File: src/rtl/counter_arbiter_pkg.sv
`default_nettype none
// ============================================================================
// Module  : counter_arb_pkg
// Purpose : Shared types and defaults for the counter arbiter slice.
//           Holds the op encoding, the FSM state encoding and a helper that
//           computes a wrapped index for the round-robin search.
// Ports   : none (package)
// Revision: 1.0  initial release
// ============================================================================
package counter_arb_pkg;

  localparam int DEF_NUM_REQ = 4;
  localparam int DEF_WIDTH   = 8;
  localparam int DEF_LEN_W   = 4;

  typedef enum logic [1:0] {
    OP_READ = 2'b00,
    OP_LOAD = 2'b01,
    OP_INC  = 2'b10,
    OP_RSVD = 2'b11
  } op_e;

  typedef enum logic [1:0] {
    IDLE = 2'd0,
    EXEC = 2'd1,
    RESP = 2'd2
  } state_e;

  // (base + off) mod n, for base < n and off <= n.
  function automatic int rr_index(input int base, input int off, input int n);
    int s;
    s = base + off;
    if (s >= n) s = s - n;
    return s;
  endfunction

endpackage
`default_nettype wire

File: src/rtl/counter_arbiter_if.sv
`default_nettype none
// ============================================================================
// Module  : counter_arbiter_if
// Purpose : Requester-side command and response bus of the counter arbiter.
// Ports   : req_valid/req_ready/req_op/req_data/req_len  command channel
//           rsp_valid/rsp_id/rsp_q/rsp_wrap/rsp_err      response strobe
//           modport master : requester side
//           modport slave  : arbiter side
// Revision: 1.0  initial release
// ============================================================================
interface counter_arbiter_if
  import counter_arb_pkg::*;
#(
  parameter int NUM_REQ = DEF_NUM_REQ,
  parameter int WIDTH   = DEF_WIDTH,
  parameter int LEN_W   = DEF_LEN_W
);

  localparam int ID_W = (NUM_REQ > 1) ? $clog2(NUM_REQ) : 1;

  logic [NUM_REQ-1:0]             req_valid;
  logic [NUM_REQ-1:0]             req_ready;
  logic [NUM_REQ-1:0][1:0]        req_op;
  logic [NUM_REQ-1:0][WIDTH-1:0]  req_data;
  logic [NUM_REQ-1:0][LEN_W-1:0]  req_len;

  logic                           rsp_valid;
  logic [ID_W-1:0]                rsp_id;
  logic [WIDTH-1:0]               rsp_q;
  logic                           rsp_wrap;
  logic                           rsp_err;

  modport master (
    output req_valid, req_op, req_data, req_len,
    input  req_ready,
    input  rsp_valid, rsp_id, rsp_q, rsp_wrap, rsp_err
  );

  modport slave (
    input  req_valid, req_op, req_data, req_len,
    output req_ready,
    output rsp_valid, rsp_id, rsp_q, rsp_wrap, rsp_err
  );

endinterface
`default_nettype wire

File: src/rtl/counter_arbiter_rr.sv
`default_nettype none
// ============================================================================
// Module  : cnt_rr_arbiter
// Purpose : Combinational round-robin select. Picks the first asserted
//           valid bit searching upward from ptr, wrapping at NUM_REQ.
// Ports   : valid  in  [NUM_REQ-1:0]  request vector
//           ptr    in  [ID_W-1:0]     search start index
//           grant  out [NUM_REQ-1:0]  one-hot winner
//           idx    out [ID_W-1:0]     winner index
//           any    out                at least one request present
// Revision: 1.0  initial release
// ============================================================================
module cnt_rr_arbiter
  import counter_arb_pkg::*;
#(
  parameter int NUM_REQ = DEF_NUM_REQ,
  parameter int ID_W    = (NUM_REQ > 1) ? $clog2(NUM_REQ) : 1
) (
  input  logic [NUM_REQ-1:0] valid,
  input  logic [ID_W-1:0]    ptr,
  output logic [NUM_REQ-1:0] grant,
  output logic [ID_W-1:0]    idx,
  output logic               any
);

  logic [ID_W-1:0] cand;

  always_comb begin
    grant = '0;
    idx   = '0;
    any   = 1'b0;
    cand  = '0;
    for (int k = 0; k < NUM_REQ; k++) begin
      cand = ID_W'(rr_index(int'(ptr), k, NUM_REQ));
      if (!any && valid[cand]) begin
        any         = 1'b1;
        grant[cand] = 1'b1;
        idx         = cand;
      end
    end
  end

endmodule
`default_nettype wire

File: src/rtl/counter_arbiter.sv
`default_nettype none
// ============================================================================
// Module  : counter_arbiter
// Purpose : Shares one load/increment counter between NUM_REQ requesters.
//           Round-robin grant, then drives the counter's ld/inc strobes
//           (INC runs req_len+1 cycles) and returns the resulting count.
// Ports   : clk       in   clock, posedge
//           rst       in   asynchronous reset, active-low
//           bus       slave modport of counter_arbiter_if (req/rsp channels)
//           cnt_data  out  counter data_in
//           cnt_ld    out  counter ld strobe
//           cnt_inc   out  counter inc strobe
//           cnt_q     in   counter q
// Revision: 1.0  initial release
// ============================================================================
module counter_arbiter
  import counter_arb_pkg::*;
#(
  parameter int NUM_REQ = DEF_NUM_REQ,
  parameter int WIDTH   = DEF_WIDTH,
  parameter int LEN_W   = DEF_LEN_W
) (
  input  logic               clk,
  input  logic               rst,
  counter_arbiter_if.slave   bus,
  output logic [WIDTH-1:0]   cnt_data,
  output logic               cnt_ld,
  output logic               cnt_inc,
  input  logic [WIDTH-1:0]   cnt_q
);

  localparam int ID_W = (NUM_REQ > 1) ? $clog2(NUM_REQ) : 1;

  state_e             state_q, state_d;
  op_e                op_q, op_d;
  logic [ID_W-1:0]    ptr_q, ptr_d;
  logic [ID_W-1:0]    win_q, win_d;
  logic [WIDTH-1:0]   data_q, data_d;
  logic [LEN_W-1:0]   burst_q, burst_d;
  logic               wrap_q, wrap_d;

  logic [NUM_REQ-1:0] arb_valid;
  logic [NUM_REQ-1:0] arb_grant;
  logic [ID_W-1:0]    arb_idx;
  logic               arb_any;
  op_e                new_op;

  // Requests are masked while reset is held so no ready leaks out.
  assign arb_valid = bus.req_valid & {NUM_REQ{rst}};
  assign new_op    = op_e'(bus.req_op[arb_idx]);
  assign cnt_data  = data_q;

  cnt_rr_arbiter #(
    .NUM_REQ (NUM_REQ),
    .ID_W    (ID_W)
  ) u_rr (
    .valid (arb_valid),
    .ptr   (ptr_q),
    .grant (arb_grant),
    .idx   (arb_idx),
    .any   (arb_any)
  );

  always_ff @(posedge clk or negedge rst) begin
    if (!rst) begin
      state_q <= IDLE;
      op_q    <= OP_READ;
      ptr_q   <= '0;
      win_q   <= '0;
      data_q  <= '0;
      burst_q <= '0;
      wrap_q  <= 1'b0;
    end else begin
      state_q <= state_d;
      op_q    <= op_d;
      ptr_q   <= ptr_d;
      win_q   <= win_d;
      data_q  <= data_d;
      burst_q <= burst_d;
      wrap_q  <= wrap_d;
    end
  end

  always_comb begin
    state_d       = state_q;
    op_d          = op_q;
    ptr_d         = ptr_q;
    win_d         = win_q;
    data_d        = data_q;
    burst_d       = burst_q;
    wrap_d        = wrap_q;
    bus.req_ready = '0;
    bus.rsp_valid = 1'b0;
    bus.rsp_id    = '0;
    bus.rsp_q     = '0;
    bus.rsp_wrap  = 1'b0;
    bus.rsp_err   = 1'b0;
    cnt_ld        = 1'b0;
    cnt_inc       = 1'b0;

    case (state_q)
      IDLE: begin
        if (arb_any) begin
          bus.req_ready = arb_grant;
          win_d         = arb_idx;
          op_d          = new_op;
          burst_d       = bus.req_len[arb_idx];
          wrap_d        = 1'b0;
          // cnt_data only moves on a LOAD so it holds between loads.
          if (new_op == OP_LOAD) data_d = bus.req_data[arb_idx];
          state_d = (new_op == OP_LOAD || new_op == OP_INC) ? EXEC : RESP;
        end
      end
      EXEC: begin
        if (op_q == OP_LOAD) begin
          cnt_ld  = 1'b1;
          state_d = RESP;
        end else begin
          cnt_inc = 1'b1;
          // All-ones now means this increment rolls over to zero.
          if (cnt_q == '1) wrap_d = 1'b1;
          if (burst_q == '0) state_d = RESP;
          else               burst_d = burst_q - LEN_W'(1);
        end
      end
      RESP: begin
        bus.rsp_valid = 1'b1;
        bus.rsp_id    = win_q;
        bus.rsp_q     = cnt_q;
        bus.rsp_wrap  = wrap_q;
        bus.rsp_err   = (op_q == OP_RSVD);
        ptr_d         = ID_W'(rr_index(int'(win_q), 1, NUM_REQ));
        state_d       = IDLE;
      end
      default: state_d = IDLE;
    endcase
  end

  // A requester must keep valid asserted until it sees ready.
  for (genvar g = 0; g < NUM_REQ; g++) begin : g_hold_chk
    a_valid_hold: assert property (@(posedge clk) disable iff (!rst)
      (bus.req_valid[g] && !bus.req_ready[g]) |=> bus.req_valid[g]);
  end

  a_strobe_excl: assert property (@(posedge clk) disable iff (!rst)
    !(cnt_ld && cnt_inc));

endmodule
`default_nettype wire

File: src/flat_wrapper.sv
// flat-port wrapper written by rule: the top's interface ports become plain ports
module counter_arbiter_flat import counter_arb_pkg::*;
#(
  parameter int NUM_REQ = DEF_NUM_REQ,
  parameter int WIDTH   = DEF_WIDTH,
  parameter int LEN_W   = DEF_LEN_W
)
  (clk, rst, cnt_data, cnt_ld, cnt_inc, cnt_q, bus_req_valid, bus_req_op, bus_req_data, bus_req_len, bus_req_ready, bus_rsp_valid, bus_rsp_id, bus_rsp_q, bus_rsp_wrap, bus_rsp_err);
  counter_arbiter_if #(.NUM_REQ(NUM_REQ), .WIDTH(WIDTH), .LEN_W(LEN_W)) bus_i ();
  input  logic clk;
  input  logic rst;
  output logic [WIDTH-1:0] cnt_data;
  output logic cnt_ld;
  output logic cnt_inc;
  input  logic [WIDTH-1:0] cnt_q;
  input wire logic [$bits(bus_i.req_valid)-1:0] bus_req_valid;
  input wire logic [$bits(bus_i.req_op)-1:0] bus_req_op;
  input wire logic [$bits(bus_i.req_data)-1:0] bus_req_data;
  input wire logic [$bits(bus_i.req_len)-1:0] bus_req_len;
  output wire logic [$bits(bus_i.req_ready)-1:0] bus_req_ready;
  output wire logic [$bits(bus_i.rsp_valid)-1:0] bus_rsp_valid;
  output wire logic [$bits(bus_i.rsp_id)-1:0] bus_rsp_id;
  output wire logic [$bits(bus_i.rsp_q)-1:0] bus_rsp_q;
  output wire logic [$bits(bus_i.rsp_wrap)-1:0] bus_rsp_wrap;
  output wire logic [$bits(bus_i.rsp_err)-1:0] bus_rsp_err;
  assign bus_i.req_valid = bus_req_valid;
  assign bus_i.req_op = bus_req_op;
  assign bus_i.req_data = bus_req_data;
  assign bus_i.req_len = bus_req_len;
  assign bus_req_ready = bus_i.req_ready;
  assign bus_rsp_valid = bus_i.rsp_valid;
  assign bus_rsp_id = bus_i.rsp_id;
  assign bus_rsp_q = bus_i.rsp_q;
  assign bus_rsp_wrap = bus_i.rsp_wrap;
  assign bus_rsp_err = bus_i.rsp_err;
  counter_arbiter #(.NUM_REQ(NUM_REQ), .WIDTH(WIDTH), .LEN_W(LEN_W)) u_core (.clk(clk), .rst(rst), .bus(bus_i), .cnt_data(cnt_data), .cnt_ld(cnt_ld), .cnt_inc(cnt_inc), .cnt_q(cnt_q));
endmodule
File: config.mk
export PLATFORM = sky130hd
export DESIGN_NAME = counter_arbiter_flat
export DESIGN_NICKNAME = d
export VERILOG_FILES = /design/src/rtl/counter_arbiter_pkg.sv /design/src/rtl/counter_arbiter_if.sv /design/src/rtl/counter_arbiter_rr.sv /design/src/rtl/counter_arbiter.sv /design/src/flat_wrapper.sv
export SDC_FILE = /design/constraint.sdc
export NUM_CORES = 1
export LEC_CHECK = 0
export ABC_AREA = 1
export CAP_MARGIN = 30
export CORE_UTILIZATION = 35
export CTS_CLUSTER_SIZE = 14
export DETAILED_ROUTE_END_ITERATION = 10
export PLACE_DENSITY = 0.7
export RECOVER_POWER = 50
export SLEW_MARGIN = 40
export SYNTH_ARGS = -nofsm -noshare
export SYNTH_HDL_FRONTEND = slang
export SYNTH_HIERARCHICAL = 1
export SYNTH_SLANG_ARGS = --single-unit
File: constraint.sdc
create_clock -name clk -period 4.25 [get_ports clk]
set_input_delay 0.6375 -clock clk [delete_from_list [all_inputs] [get_ports clk]]
set_output_delay 0.6375 -clock clk [all_outputs]
set_load 0.1 [all_outputs]
==> results.json <==
{
  "run_status": "complete, no violations",
  "start_util": 0.368,
  "period_needed_ns": 3.73,
  "holdCritPathClass": "flop to flop",
  "r2r_setup_slack_ns": 0.63,
  "synth.distinct_cells": 29,
  "met2WireLength_um": 2890,
  "crit_slowest_cell": "dlygate4sd3_1",
  "fp.dieW_um": 78.6,
  "skew_ns": 0.0133,
  "worstPathCellList": "dlygate4sd3_1, nand2_1, inv_1, inv_1, nand2_1, nand3_2, nand2_4, nor2_1, a21oi_1, nand3_1, inv_1, nor2_1, o21ai_0, ha_1, nand2_2, nor2_2, nand2_1, nand2_1",
  "vias": 2471,
  "criticalPathCategory": "input pin to flop",
  "postSynthAreaPerCell_um2": 5.97,
  "finalHoldViolCount": 0,
  "synth_edf_count": 0,
  "core_um2": 5570,
  "final_net_count": 513,
  "hold_ws_ns": 0.487,
  "cp-endpoint": "u_core/cnt_data[4]",
  "slew_headroom": 0.215,
  "num_antenna_cells": 0,
  "final_cell_mix": "96 x nand2_1, 68 x clkdlybuf4s50_1, 53 x nor2_1",
  "first_pass_iters": 4,
  "cts.htree.levels": 1,
  "post_cts_resized": 0,
  "cp_common_cell": "nand2_1",
  "fin_crit_sh": 0.877,
  "cts.sinks": 21,
  "worstReg2RegStart": "u_core/ptr_q[0]",
  "r2r-end": "u_core/cnt_data[4]",
  "port-buffer-count": 96,
  "grt_setup_unrepaired": "false",
  "fin_area_um2": 3020,
  "drv_cap": 0,
  "syn-num-nets": 421,
  "clk_pin_slew_worst_paths_ns": 0.09,
  "slowest_delay_ns": 0.61,
  "drt_wl_total_um": 5900,
  "via_per_inst": 4.87,
  "syn_to_final_growth_pct": 47.2,
  "routedWlPerCell_um": 11.6,
  "cts_tree": "done",
  "hold_buffers": 0,
  "syn-cell-area_um2": 2050,
  "startpoint_type": "input pin",
  "rows": 27,
  "fmax_mhz": 268,
  "reg2regPathDepth": 16,
  "final_common_cell": "nand2_1",
  "io_pins": 97,
  "antenna_found_initial": 0,
  "postSynthCellCount": 344,
  "numCtsBuffers": 3,
  "ys.flop_type": "dfrtp_1",
  "crit_start": "rst",
  "setup_tns_ns": 0,
  "ys_warn_count": 6,
  "grt_usage": 0.195,
  "dieHeight_um": 78.6,
  "async_flop_share": 1.00,
  "dp_hpwl_um": 4790,
  "cts.path.max_buffers": 2,
  "slew_violations": 0,
  "cts_root_buf": "clkbuf_8",
  "drive_above_1_share": 0.0989,
  "drc": 0,
  "worst_pin_slew_ns": 1.18,
  "grt_max_degree": 23,
  "synth-seq-cells": 21,
  "cts_setup_buffers": 0,
  "final_antenna_net_count": 0,
  "die_area_um2": 6170,
  "insertion_delay_ns": 0.26,
  "cp_max_fo": 11,
  "endpoint_kind": "flop",
  "yosysSeqAreaShare": 0.256,
  "overflow": 0,
  "final_util": 0.542,
  "met3_length_um": 307,
  "arrival_ns": 3.92,
  "drt-initial-drc-count": 142,
  "grt_pass1_vias": 2213,
  "dpl_cell_area_um2": 3000,
  "hold_start": "u_core/burst_q[0]",
  "gp_congestion": 0.902,
  "critical_path_required_ns": 4.44,
  "grt_pass1_wl_um": 9790,
  "setup_violations": 0,
  "highest_layer": "met4",
  "met1_length_um": 2660
}
==> cell families (layout without fill, tap and decap cells) <==
group           Yosys count  count (layout)  synth area share
compound gates           54              54             0.139
xor+xnor                  1               1           0.00427
fa+ha+maj                 7               7            0.0427
buf+inv                  53             144             0.111
flops                    21              21             0.256
simple gates            208             208             0.447
==> state kept, by name, indices dropped and copies added (netlist names) <==
signal / cells
u_core/burst_q: 4
u_core/op_q: 2
u_core/ptr_q: 2
u_core/wrap_q: 1
u_core/state_q: 2
u_core/win_q: 2
u_core/cnt_data: 8
==> layout make-up <==
cell class	instances	area (um^2)
Tap cell	72	90.1
Timing Repair Buffer	99	908
Multi-Input combinational cell	270	1300
Clock buffer	3	41.3
Fill cell	580	2550
Clock inverter	1	5.00
Inverter	41	154
Sequential cell	21	526
==> through the flow <==
stage          instances  setup WS [ns]
2_1_floorplan        344          0.701
3_3_place_gp         503          0.552
3_5_place_dp         503          0.407
4_1_cts              507          0.651
5_1_grt              507          0.150
6_report             507          0.525
==> cells in the mapped netlist, drive strengths merged (2+ instances only) <==
| library cell | count | area share |
|---|---|---|
| ha | 7 | 0.043 |
| a21oi | 8 | 0.020 |
| nor2 | 57 | 0.11 |
| nand2 | 107 | 0.21 |
| o21ai | 40 | 0.098 |
| or2 | 2 | 0.0061 |
| buf | 9 | 0.030 |
| nand4 | 9 | 0.027 |
| inv | 41 | 0.075 |
| clkbuf | 3 | 0.0061 |
| nand3 | 32 | 0.087 |
| a21boi | 5 | 0.018 |
| dfrtp | 21 | 0.26 |
==> worst min-delay path by stage <==
stage	end	slack, ns	depth (start not counted)
global route	u_core/burst_q[0]	0.52	2
global placement	u_core/burst_q[0]	0.46	2
finish	u_core/burst_q[0]	0.49	2
CTS	u_core/burst_q[0]	0.49	2
floorplan	u_core/burst_q[0]	0.34	0
detailed placement	u_core/burst_q[0]	0.47	2
==> critical path: cells and delay by family <==
kind | cells | cell delay, ns
adder cells (fa/ha/maj) | 1 | 0.24
AND/OR/NAND/NOR | 11 | 1.53
AO/OA/AOI/OAI | 2 | 0.43
buffers and inverters | 4 | 1.06
==> routing by layer <==
metal / up-vias / GRT usage
met1: 1107 / 0.251
met4: 0 / 0.0463
li1: 1278 / -
met2: 82 / 0.341
met5: - / 0
met3: 4 / 0.0256
Power is left out: the tool's default activity adds up to more than one toggle a clock period on the data nets, which glitch-free logic cannot reach.
==> variant 1: new RTL, same flow settings <==
The 3 states of `state_e` get a one-hot encoding in 3 bits.
--- a/src/rtl/counter_arbiter_pkg.sv
+++ b/src/rtl/counter_arbiter_pkg.sv
@@ -22,6 +22,6 @@
 
-  typedef enum logic [1:0] {
-    IDLE = 2'd0,
-    EXEC = 2'd1,
-    RESP = 2'd2
+  typedef enum logic [2:0] {
+    IDLE = 3'b001,
+    EXEC = 3'b010,
+    RESP = 3'b100
   } state_e;
Check against the original RTL: same outputs for any inputs over 10 cycles, from zero or initial values and one cycle with rst low; not proved beyond that.
==> variant 1 against the unedited design <==
  * Count of clock-buffer cells in the layout is 1 higher
  * Sequential cell count is 1 higher
  * Cell area is 2.7% higher
  * Routed wire length is 0.68% lower
  * Area after synthesis is 3.7% higher
  * Die area is 3.6% higher
  * Critical path depth is 2 higher
  * Setup slack better by 0.25 ns
  * Clock skew is 0.0086 ns lower
  * Largest cell class unchanged
Power is not shown: default switching activity piles up to over one toggle a cycle in this logic, so the estimate is an artifact.
==> variant 1: results (changes against the unedited design) <==
| Metric | Value |
|---|---|
| Status | `completed` |
| Worst-path clk slew | `0.08 ns` |
| Worst Path Max Fanout | `29 (+18)` |
| Total CTS buffers | `3 (unchanged)` |
| Vias in the first global route | `2384 (+7.7%)` |
| Placer Congestion | `0.910 (+0.90%)` |
| Hold Slack | `0.472 ns (-0.0150 ns)` |
| WS Path Type | `in -> reg` |
| Syn nets | `423 (+0.48%)` |
| WL/cell | `11.4 um (-2.0%)` |
| Initial antenna violation count | `0 (unchanged)` |
| Setup Skew | `0.00473 ns (-0.00857 ns)` |
| Top FF cell, synth | `dfrtp_1` |
| Slew HR | `19.7% (-1.7 points)` |
| Clock latency on the worst-skew pair | `0.26 ns (about the same)` |
| Fraction of layout cells with a size suffix above 1 | `9.79% (-0.090 points)` |
| Root Buffer Master | `clkbuf_8` |
| Iter 0 DRT Violations | `83 (-42%)` |
| Post-synthesis sequential area ratio | `25.9% (+0.33 points)` |
| Vias per cell | `4.81 (-1.2%)` |
| R2R setup slack | `0.84 ns (+0.21 ns)` |
| Port Buffer Count | `96 (unchanged)` |
| WHS Path Cells | `1 (-1)` |
| M1 WL | `2.56 mm (-3.5%)` |
| Metal3 WL | `400 um (+30%)` |
| Vias | `2474 (+0.12%)` |
| Gr usage total | `20.1% (+0.63 points)` |
| Pre-CTS WS | `0.580 ns (+0.173 ns)` |
| Asr flop ratio synth | `100% (unchanged)` |
| Yosys warns | `6 (unchanged)` |
| Post-CTS Resized | `0 (unchanged)` |
| Pin count of the biggest net entering global routing | `30 (+30%)` |
| Nets | `517 (+0.78%)` |
| Commonest cells post-synth | `86 x nand2_1, 65 x nor2_1, 41 x inv_1, 31 x nand3_1, 25 x o21ai_0` |
| Placement Cell Area | `0.00308 mm^2 (+2.7%)` |
| Crit path launch | `rst` |
| DRT Pass-1 Iters | `4 (unchanged)` |
| Fin crit period | `3.47 ns (-0.253 ns)` |
| Critical path data arrival time | `3.65 ns (-0.27 ns)` |
| Postcts setup bufs | `0 (unchanged)` |
| Mapped Avg Cell Area | `6.15 um^2 (+3.1%)` |
| Post-Place Cells | `510 (+1.4%)` |
| Bufs on Longest Clock Path | `2 (unchanged)` |
| Worst Hold Class | `reg -> reg` |
| DR WL met2 | `2.86 mm (-1.2%)` |
| DPL Wire Length | `4.70 mm (-1.9%)` |
| Worst reg2reg endpoint | `u_core/cnt_data[3]` |
| First-pass GRT wire length | `10.4 mm (+6.1%)` |
| Top cells by area, synth | `dfrtp_1 25%, nand2_1 15%, nor2_1 11%` |
| R2R depth | `18 (+2)` |
[variant 1: logic make-up after synthesis]
family | count (synthesis) | share of synthesized area (%)
simple gates | 212 | 45.6
buf+inv | 56 | 11.6
compound gates | 48 | 12.4
flops | 22 | 25.9
fa+ha+maj | 7 | 4.12
xor+xnor | 1 | 0.412
[variant 1: per-layer routing]
metal | vias to the layer above | GRT usage, %
met5 | - | 0
met4 | 0 | 5.54
met3 | 8 | 3.66
met2 | 94 | 36.2
met1 | 1083 | 24.3
li1 | 1289 | -
[variant 1: how the worst min path moves through the flow]
stage / from / endpoint
2_1_floorplan: rst / u_core/burst_q[0]
3_5_place_dp: u_core/burst_q[0] / u_core/burst_q[0]
3_3_place_gp: u_core/win_q[1] / u_core/ptr_q[1]
4_1_cts: u_core/win_q[1] / u_core/ptr_q[1]
5_1_grt: u_core/win_q[1] / u_core/ptr_q[1]
6_report: u_core/win_q[1] / u_core/ptr_q[1]
[variant 1: area by class of cell]
class / count / area, um^2
clock buffer: 4 / 45.0
multi-input combinational: 268 / 1330
inverter: 46 / 173
timing repair buffer: 99 / 911
fill: 602 / 2790
sequential: 22 / 552
tap: 75 / 93.8
[variant 1: critical path, stage by stage]
cell,delay [ns]
dlygate4sd3_1,0.60
nand2_1,0.08
inv_1,0.05
inv_1,0.05
nand2_1,0.07
nand3_2,0.16
nand2_4,0.07
nor2_1,0.28
a21oi_1,0.11
nand3_1,0.13
buf_4,0.30
nand2_1,0.08
nand2_1,0.08
nand2_1,0.05
o21ai_1,0.12
ha_1,0.17
nand2_1,0.11
nor2_8,0.25
nor2_1,0.06
a31oi_1,0.17
==> variant 2: new RTL, same flow settings <==
Made on the original files. Set the package constant `DEF_LEN_W` to 8 (it was 4).
--- a/src/rtl/counter_arbiter_pkg.sv
+++ b/src/rtl/counter_arbiter_pkg.sv
@@ -13,3 +13,3 @@
   localparam int DEF_WIDTH   = 8;
-  localparam int DEF_LEN_W   = 4;
+  localparam int DEF_LEN_W   = 8;
 
Ports: changed (resized bus_req_len); port bits go from 97 to 113. No check against the original RTL was run, so the function may have changed too.
==> variant 2 against the unedited design <==
  * Sequential cell count increased by 4
  * Worst hold slack improved by 0.0078 ns
  * Routed wire length increased by 25%
  * Cell area increased by 19%
  * Setup slack improved by 0.18 ns
  * Critical path type unchanged
  * Highest routed layer unchanged
  * Critical endpoint is now u_core/cnt_data[2]
  * Area after synthesis increased by 20%
Power is not shown: default switching activity piles up to over one toggle a cycle in this logic, so the estimate is an artifact.
==> variant 2: results (changes against the unedited design) <==
| Metric | Value |
|---|---|
| Status | `completed` |
| First-pass GRT wire length | `12.1 mm (+23%)` |
| Setup Skew | `0.00523 ns (-0.00806 ns)` |
| DPL Wire Length | `6.01 mm (+26%)` |
| DRT Pass-1 Iters | `5 (+1)` |
| Met2 Resource Use GR | `33.4% (-0.68 points)` |
| Pre-CTS WS | `0.538 ns (+0.131 ns)` |
| Syn nets | `503 (+19%)` |
| Pin count of the biggest net entering global routing | `36 (+57%)` |
| Initial antenna violation count | `1 (+1)` |
| M1 WL | `3.44 mm (+29%)` |
| Total CTS buffers | `3 (unchanged)` |
| WL/cell | `12.0 um (+3.3%)` |
| Vias per cell | `4.85 (-0.56%)` |
| Commonest cells post-synth | `100 x nand2_1, 88 x nor2_1, 36 x inv_1, 36 x nand3_1, 31 x o21ai_0` |
| Iter 0 DRT Violations | `198 (+39%)` |
| Port Buffer Count | `112 (+17%)` |
| Top FF cell, synth | `dfrtp_1` |
| GRT met1 Usage | `27.8% (+2.7 points)` |
| Max_cap viols | `0 (unchanged)` |
| Metal3 WL | `566 um (+84%)` |
| Root Buffer Master | `clkbuf_8` |
| Critical path data arrival time | `3.74 ns (-0.18 ns)` |
| Slew @ Worst Pin | `1.32 ns (+0.132 ns)` |
| Gr usage total | `20.2% (+0.73 points)` |
| Met3 GRT Util | `3.56% (+1.0 points)` |
| Filler instances | `654 (+13%)` |
| Placer Congestion | `0.951 (+5.5%)` |
| Yosys cell types | `33 (+14%)` |
| Vias in the first global route | `2624 (+19%)` |
| Post-synthesis sequential area ratio | `25.3% (-0.27 points)` |
| Fraction of layout cells with a size suffix above 1 | `9.13% (-0.76 points)` |
| DR WL met2 | `3.27 mm (+13%)` |
| Worst Path Max Fanout | `35 (+24)` |
| Nets | `610 (+19%)` |
| Top cells by area, synth | `dfrtp_1 25%, nand2_1 15%, nor2_1 13%` |
-- variant 2: cell types whose count changed after synthesis, sizes merged, moves of 4 or more --
| cell | unedited run | this run |
|---|---|---|
| nor2 | 57 | 92 |
| nand3 | 32 | 38 |
| dfrtp | 21 | 25 |
| nand2 | 107 | 113 |
| o21ai | 40 | 33 |
| a31oi | 0 | 8 |
| buf | 9 | 13 |
| a21oi | 8 | 13 |
-- variant 2: logic make-up after synthesis --
kind of cell	synth area share [%]
adder cells (fa/ha/maj)	4.05
XOR/XNOR	0.710
buffers and inverters	10.8
flip-flops	25.3
AO/OA/AOI/OAI	13.8
AND/OR/NAND/NOR	45.3
-- variant 2: final cells by class --
type | instances | area share, %
multi-input cells | 326 | 43.7
repair buffers | 117 | 29.6
flip-flops and latches | 25 | 17.4
inverters | 43 | 4.58
well taps | 96 | 3.33
clock buffers | 3 | 1.15
clock inverters | 1 | 0.208
diodes | 1 | 0.0694
-- variant 2: stage by stage --
step                cell area, um^2  cells
global placement               3680    607
floorplan                      2470    409
finish                         3600    612
detailed placement             3580    607
global route                   3600    612
CTS                            3620    611
-- variant 2: worst paths after layout --
| kind | start | cells after the start | slack, ns | end |
|---|---|---|---|---|
| setup reg to reg | u_core/ptr_q[0] | 18 | 0.75 | u_core/cnt_data[2] |
| setup / recovery | rst | 20 | 0.70 | u_core/cnt_data[2] |
| max in group asynchronous | rst | 2 | 2.14 | u_core/win_q[1] |
| hold reg to reg | u_core/win_q[0] | 2 | 0.50 | u_core/win_q[0] |
| hold / removal | u_core/win_q[0] | 2 | 0.50 | u_core/win_q[0] |
| min in group asynchronous | rst | 1 | 0.64 | u_core/ptr_q[0] |
